==> src/rtl/gpio_in_filter.sv <==
// GPIO input conditioning: 2-flop synchronizer, per-pin debounce filter,
// and per-pin edge-triggered interrupt pending flags with a combined IRQ.
module gpio_in_filter #(
    parameter int WIDTH = 32,
    parameter int CNT_W = 8
) (
    input  logic             HCLK,
    input  logic             HRESET,
    input  logic [WIDTH-1:0] PAD_I,
    input  logic [WIDTH-1:0] FLT_EN,
    input  logic [CNT_W-1:0] FLT_LEN,
    input  logic [WIDTH-1:0] IRQ_RISE_EN,
    input  logic [WIDTH-1:0] IRQ_FALL_EN,
    input  logic [WIDTH-1:0] IRQ_CLR,
    output logic [WIDTH-1:0] GPIO_DI,
    output logic [WIDTH-1:0] IRQ_PEND,
    output logic             IRQ
);

    logic [WIDTH-1:0] s1;
    logic [WIDTH-1:0] s2;
    logic [WIDTH-1:0] st;
    logic [WIDTH-1:0] st_d;
    logic [WIDTH-1:0] pend;
    logic [WIDTH-1:0] rise;
    logic [WIDTH-1:0] fall;
    logic [CNT_W-1:0] cnt [WIDTH];

    always_comb begin
        rise = st & ~st_d;
        fall = ~st & st_d;
    end

    always_ff @(posedge HCLK or posedge HRESET) begin
        if (HRESET) begin
            s1   <= '0;
            s2   <= '0;
            st   <= '0;
            st_d <= '0;
            pend <= '0;
            for (int unsigned i = 0; i < WIDTH; i++) begin
                cnt[i] <= '0;
            end
        end else begin
            s1   <= PAD_I;
            s2   <= s1;
            st_d <= st;
            // set terms are ORed after the clear mask so a coincident set wins
            pend <= (pend & ~IRQ_CLR) | (rise & IRQ_RISE_EN) | (fall & IRQ_FALL_EN);
            for (int unsigned i = 0; i < WIDTH; i++) begin
                if (!FLT_EN[i]) begin
                    st[i]  <= s2[i];
                    cnt[i] <= '0;
                end else if (s2[i] == st[i]) begin
                    cnt[i] <= '0;
                end else if (cnt[i] >= FLT_LEN) begin
                    // >= lets a lowered FLT_LEN accept a count already past it
                    st[i]  <= s2[i];
                    cnt[i] <= '0;
                end else begin
                    cnt[i] <= cnt[i] + {{(CNT_W-1){1'b0}}, 1'b1};
                end
            end
        end
    end

    assign GPIO_DI  = st;
    assign IRQ_PEND = pend;
    assign IRQ      = |pend;

endmodule
==> config.mk <==
export PLATFORM = sky130hd
export DESIGN_NAME = gpio_in_filter
export DESIGN_NICKNAME = d
export VERILOG_FILES = /design/src/rtl/gpio_in_filter.sv
export SDC_FILE = /design/constraint.sdc
export NUM_CORES = 1
export LEC_CHECK = 0
export BUFFER_PORTS_ARGS = -buffer_cell sky130_fd_sc_hd__buf_2
export CAP_MARGIN = 0
export CORE_ASPECT_RATIO = 2
export CORE_UTILIZATION = 60
export DETAILED_ROUTE_END_ITERATION = 6
export GPL_ROUTABILITY_DRIVEN = 0
export PLACE_DENSITY_LB_ADDON = 0.05
export SYNTH_ARGS = -nofsm -noshare
export SYNTH_HDL_FRONTEND = slang
export SYNTH_SLANG_ARGS = --single-unit
export TNS_END_PERCENT = 20
==> constraint.sdc <==
create_clock -name HCLK -period 17 [get_ports HCLK]
set_clock_uncertainty 0.2 [all_clocks]
set_input_delay 1.7 -clock HCLK [delete_from_list [all_inputs] [get_ports HCLK]]
set_output_delay 1.7 -clock HCLK [all_outputs]
set_load 0.005 [all_outputs]
==> summary.md, run 1 <==
| Metric | Value |
|---|---|
| Routed WL | `54500 um` |
| Final Hold Viols | `0` |
| Total grt overflow | `0` |
| Syn Inst Count | `approximately 2100` |
| Initial antenna violation count | `1` |
| Root Buffer | `clkbuf_16` |
| Core Box Area | `between 30000 and 40000 sq um` |
| Clock Latency Late Sink | `540 ps` |
| Vias | `about 17000` |
| CP Max Fanout | `3` |
| Area Growth Syn to Fin | `13.7%` |
| Die X | `about 140 um` |
| Postcts setup bufs | `0` |
| Worst Path Required | `roughly 15000 ps` |
| Number of global-route vias before repair | `around 18000` |
| Syn_nets | `2547` |
| Cell Count, Final, Fillers Out | `about 3000` |
| Final worst-path cycle share | `between 20% and 30%` |
| Worst-path clk slew | `70 ps` |
| Setup violators final | `0` |
| Post-synthesis cell type count | `32` |
| Largest cells by area after synthesis | `dfrtp_1 45%, ha_1 16%, xor2_1 6.9%` |
| Final nets | `between 2000 and 3000` |
| FMAX | `223 MHz` |
| WS Path Type | `reg -> out` |
| CTS tree | `built` |
| Fillers | `2854` |
| Critical Path AT | `about 2600 ps` |
| Rows | `101` |
| Dpl hpwl | `about 38000 um` |
| CTS Sinks | `roughly 420` |
| Wirelength per Cell | `between 15 and 20 um` |
| Lkg Pwr | `12.9 nW` |
| Syn Area/Cell | `between 10 and 15 sq um` |
| Max transition margin | `between 20 and 25%` |
| TNS Setup | `0 ps` |
| Largest area contributor in the synthesized netlist | `dfrtp_1` |
| Hold Path Class | `reg -> reg` |
| Design area | `about 26000 sq um` |
| Fin. max-slew vios | `0` |
| Number of buffers created by CTS | `39` |
| # IOs | `~240` |
| Via density | `approximately 5.9` |
| # hold bufs at CTS | `0` |
| Post-Place Cells | `2846` |
| Post-CTS sizing | `0` |
| Top-area cell type share of the netlist area | `44.9%` |
| Input/output buffers | `between 200 and 250` |
| FF+latch count, synth | `~420` |
| Status | `complete, no violations` |
| Antenna Nets Post-Route | `0` |
| Final Util | `69.4%` |
| Initial Utilization | `roughly 60%` |
| Die H | `between 200 and 300 um` |
| CTS HTree Levels | `2` |
| 1st-pass router iterations | `5` |
| P per Cell Area | `around 86 nW/um^2` |
| # diodes | `0` |
| Largest net degree at the start of global routing | `187` |
| Worst-margin pin slew | `1170 ps` |
| Startpoint type of the worst setup path | `flop` |
| Die area | `between 30000 and 40000 sq um` |
| Total track usage | `about 29%` |
| Post-Syn Area | `23200 sq um` |
| RSZ-0062 raised after global routing | `false` |
| Clock Path Buffers | `3` |
| DRC Markers | `0` |
| Final min period | `approximately 4500 ps` |
| CP Capture Type | `primary output` |
| Share of the yosys chip area belonging to registers | `~45%` |
| First-pass GRT wire length | `89300 um` |
| DP Area | `approximately 25000 sq um` |
| Peak supply drop | `~0.090 mV` |
| Share of layout cells above drive strength 1 | `roughly 17%` |
| Iter 0 DRT Violations | `660` |
| Yosys warns | `0` |
| MaxCap Viol Count | `0` |
[state kept, by name (all words and copies together) (netlist names)]
signal,cells
GPIO_DI,32
IRQ_PEND,32
cnt,256
s1,32
s2,32
st_d,32
[cells in the mapped netlist]
master and instances:
a2111oi_2 12, a2111oi_4 12, a21o_1 32, a221oi_2 20
a31o_2 20, a31oi_2 20, and3_1 98, and4_1 1
and4_4 11, dfrtp_1 416, ha_1 288, inv_1 116
mux2_1 12, nand2_1 101, nand2b_1 52, nand3_1 174
nand3b_1 32, nand4_1 14, nor2_1 114, nor2b_1 20
nor3_1 143, nor3b_1 20, nor4_1 8, o211ai_1 40
o21a_1 12, o21ai_0 20, o221ai_1 32, o311ai_2 12
o31ai_1 12, or2_2 1, xnor2_1 41, xor2_1 183
[power by group]
part           internal, mW  switching [mW]  total (mW)
Sequential             1.04          0.0638        1.10
Clock                 0.523           0.374       0.897
Combinational         0.108           0.149       0.257
[routing by layer]
| layer | up-vias | track usage [%] | routed length (um) |
|---|---|---|---|
| met5 | - | 0 | 9 |
| met4 | 2 | 11.6 | 1930 |
| met3 | 118 | 3.55 | 1920 |
| met2 | 371 | 54.3 | 29300 |
| met1 | 8534 | 31.7 | 21200 |
| li1 | 8171 | - | - |
[critical path, stage by stage (launching register included)]
cell and delay, ps:
dfrtp_1 460, nor4_1 970, nand4_1 150, or2_2 330
buf_2 130
[area by class of cell]
type | instances | area [sq um] | area share (%)
sequential | 416 | 10400 | 39.4
multi-input combinational | 1557 | 12400 | 46.8
inverter | 116 | 443 | 1.68
clock inverter | 12 | 163 | 0.616
timing repair buffer | 242 | 1240 | 4.71
tap | 515 | 644 | 2.44
clock buffer | 55 | 1130 | 4.28
[path summary, 6_finish.rpt]
| path | from | end | slack, ps | depth (start not counted) |
|---|---|---|---|---|
| max reg2reg | cnt[240] | GPIO_DI[1] | 14810 | 6 |
| min reg2reg | s1[8] | s2[8] | 140 | 0 |
| min in group asynchronous | HRESET | st_d[19] | 1060 | 2 |
| max | IRQ_PEND[30] | IRQ | 12520 | 4 |
| min | s1[8] | s2[8] | 140 | 0 |
| max in group asynchronous | HRESET | GPIO_DI[14] | 13510 | 4 |
[cell families (layout without fill, tap and decap cells)]
| group | Yosys count | count (layout) | share of synthesized area, % |
|---|---|---|---|
| DFF | 416 | 416 | 44.9 |
| muxes | 12 | 12 | 0.582 |
| buffers and inverters | 116 | 425 | 1.88 |
| AOI/OAI and AO/OA | 244 | 244 | 10.9 |
| adders and majority gates | 288 | 288 | 15.5 |
| xor gates and xnor gates | 224 | 224 | 8.46 |
| and+or+nand+nor | 789 | 789 | 17.8 |
[layout by cell type, fill, tap and decap left out, types with 5 or more instances in the layout]
| master | instances |
|---|---|
| a2111oi_2 | 12 |
| a2111oi_4 | 12 |
| a21o_1 | 32 |
| a221oi_2 | 20 |
| a31o_2 | 20 |
| a31oi_2 | 20 |
| and3_1 | 98 |
| and4_4 | 11 |
| buf_2 | 234 |
| buf_4 | 7 |
| clkbuf_1 | 9 |
| clkbuf_16 | 41 |
| clkbuf_8 | 5 |
| clkinv_2 | 7 |
| dfrtp_1 | 416 |
| ha_1 | 288 |
| inv_1 | 108 |
| mux2_1 | 12 |
| nand2_1 | 101 |
| nand2b_1 | 52 |
| nand3_1 | 174 |
| nand3b_1 | 32 |
| nand4_1 | 14 |
| nor2_1 | 114 |
| nor2b_1 | 20 |
| nor3_1 | 143 |
| nor3b_1 | 20 |
| nor4_1 | 8 |
| o211ai_1 | 40 |
| o21a_1 | 12 |
| o21ai_0 | 20 |
| o221ai_1 | 32 |
| o311ai_2 | 12 |
| o31ai_1 | 12 |
| xnor2_1 | 41 |
| xor2_1 | 183 |
[through the flow]
step / hold WS [ps] / worst slack [ps] / power, mW
6_report: 140 / 12520 / 2.26
5_1_grt: 151 / 12470 / 2.35
4_1_cts: 142 / 12520 / 2.28
3_5_place_dp: 135 / 12530 / 1.38
3_3_place_gp: 132 / 12570 / 1.37
2_1_floorplan: 131 / 3520 / 1.26
Power figures use the tool's default switching activity.
==> run 2: changes to the inputs <==
- clock period: 17 -> 4.44 ns (I/O delays scaled with it)
==> summary.md, run 2 (synthesis gave the netlist of run 1 again) <==
| Metric | Value |
|---|---|
| Fin. max-slew vios | `0 (unchanged)` |
| # IOs | `235 (unchanged)` |
| Rows | `101 (unchanged)` |
| DRC Markers | `0 (unchanged)` |
| Switching share of power | `26.1% (+0.088 points)` |
| Status | `complete, no violations` |
| Die X | `141 um (unchanged)` |
| Final nets | `2938 (+3.8%)` |
| RSZ-0062 raised after global routing | `false` |
| Input/output buffers | `234 (unchanged)` |
| Total grt overflow | `0 (unchanged)` |
| Comb pwr share | `12.6% (+1.2 points)` |
| R2R depth | `6 (unchanged)` |
| Clock Latency Late Sink | `550 ps (about the same)` |
| Worst R2R End | `GPIO_DI[27]` |
| TNS Setup | `0 ps (unchanged)` |
| CTS Sinks | `416 (unchanged)` |
| Antenna Nets Post-Route | `0 (unchanged)` |
| Die H | `280 um (unchanged)` |
| Largest net degree at the start of global routing | `115 (-39%)` |
| Worst-margin pin slew | `1070 ps (-101 ps)` |
| Setup violators final | `0 (unchanged)` |
| CTS HTree Levels | `2 (unchanged)` |
| Worst-path clk slew | `60 ps (about the same)` |
| Via density | `5.90 (about the same)` |
| Final worst-path cycle share | `74.7%` |
| Biggest register | `cnt` |
| Most frequent cells in the layout | `416 x dfrtp_1, 288 x ha_1, 234 x buf_2` |
| Switching Power | `2.31 mW (+290%)` |
| Iter 0 DRT Violations | `719 (+8.9%)` |
| R2R Setup Slk | `2170 ps (-12640 ps)` |
| Hold Path Cell Cnt | `5 (+5)` |
| Critical Path AT | `2670 ps (+90 ps)` |
| Number of buffers created by CTS | `39 (unchanged)` |
| Wirelength per Cell | `18.8 um (+0.31%)` |
| Clk pwr share | `39.6% (-0.2 points)` |
| Max transition margin | `28.0% (+6.2 points)` |
| Core Box Area | `38000 sq um (unchanged)` |
| Number of global-route vias before repair | `19100 (+4.7%)` |
| 1st-pass router iterations | `5 (unchanged)` |
| Clock Path Buffers | `3 (unchanged)` |
| Die area | `39500 sq um (unchanged)` |
| Total track usage | `29.8% (+1.2 points)` |
| Startpoint type of the worst setup path | `flop` |
| Sequential share of power | `47.7% (-1.1 points)` |
| Most common cell after layout, fill and taps aside | `dfrtp_1` |
| Worst Path Required | `3800 ps (-11300 ps)` |
| Worst r2r src | `cnt[32]` |
| Hold Path Class | `in -> reg` |
| Pint | `6.54 mW (+290%)` |
| Max FFs per register | `256 (unchanged)` |
| Share of layout cells above drive strength 1 | `17.0% (-0.25 points)` |
| Worst Hold Slack | `103 ps (-36.8 ps)` |
| First-pass GRT wire length | `93000 um (+4.1%)` |
| MaxCap Viol Count | `0 (unchanged)` |
| Final min period | `around 3300 ps` |
| # diodes | `0 (unchanged)` |
| Peak supply drop | `0.305 mV (+240%)` |
| Lkg Pwr | `13.4 nW (+3.9%)` |
| Dpl hpwl | `39300 um (+4.6%)` |
| CP Max Fanout | `3 (unchanged)` |
| Final Hold Viols | `0 (unchanged)` |
| Initial Utilization | `61.0% (unchanged)` |
| Vias | `17800 (+3.6%)` |
| Routed WL | `56600 um (+4.0%)` |
| CTS tree | `built` |
| P per Cell Area | `322 nW/um^2 (+280%)` |
| WHS Endpoint | `GPIO_DI[15]` |
| WS Path Type | `reg -> out` |
| Post-CTS sizing | `0 (unchanged)` |
| Area Growth Syn to Fin | `18.4%` |
| Root Buffer | `clkbuf_16` |
| CP Capture Type | `primary output` |
| FMAX | `around 300 MHz` |
| Hold path startpoint | `FLT_EN[15]` |
| Initial antenna violation count | `3 (+2)` |
==> run 2: what timing repair did <==
action / CTS / global route
setup buffers: 0 / 0
hold buffers: 97 / 0
hold endpoints to repair: 90 / 0
==> run 2: power groups by stage <==
stage,Combinational (mW),Sequential (mW),Clock (mW)
after CTS,1.13,4.22,3.58
after global routing,1.26,4.25,3.70
after detailed placement,1.00,4.29,0
final,1.12,4.23,3.51
after floorplan,0.618,4.21,0
after global placement,0.958,4.28,0
==> run 2: how the worst max path moves through the flow <==
stage / start / end / cells after the start
2_1_floorplan: HRESET / GPIO_DI[0] / 1
3_3_place_gp: FLT_LEN[7] / GPIO_DI[27] / 7
3_5_place_dp: FLT_LEN[5] / GPIO_DI[6] / 8
4_1_cts: IRQ_PEND[18] / IRQ / 4
5_1_grt: IRQ_PEND[21] / IRQ / 4
6_report: IRQ_PEND[18] / IRQ / 4
==> run 2: through the flow <==
stage | utilization, % | area, sq um | cells | setup WS (ps) | power (mW)
global placement | 66.3 | 25200 | 2857 | 1390 | 5.24
floorplan | - | 23200 | 2089 | -1810 | 4.83
global route | 72.2 | 27500 | 3019 | 1050 | 9.21
detailed placement | 66.3 | 25200 | 2857 | 1320 | 5.30
finish | 72.2 | 27500 | 3019 | 1120 | 8.85
CTS | 72.2 | 27500 | 3019 | 1070 | 8.92
==> run 2: area by class of cell <==
cell class	count	area (sq um)
fillers	2759	10600
clock buffers	57	1170
repair buffers	350	2320
clock inverters	8	140
flip-flops and latches	416	10400
inverters	116	439
well taps	515	644
multi-input cells	1557	12400
==> run 2: critical path, stage by stage (launching register included) <==
cell     delay [ps]
dfrtp_1         520
nor4_1          890
nand4_1         260
or2_2           330
buf_2           130
==> run 2: metal layers <==
metal | track usage, % | part of all wire [%]
met3 | 4.76 | 4.4
met4 | 14.0 | 4.5
met1 | 31.8 | 38
met5 | 0 | 0.069
met2 | 56.5 | 53
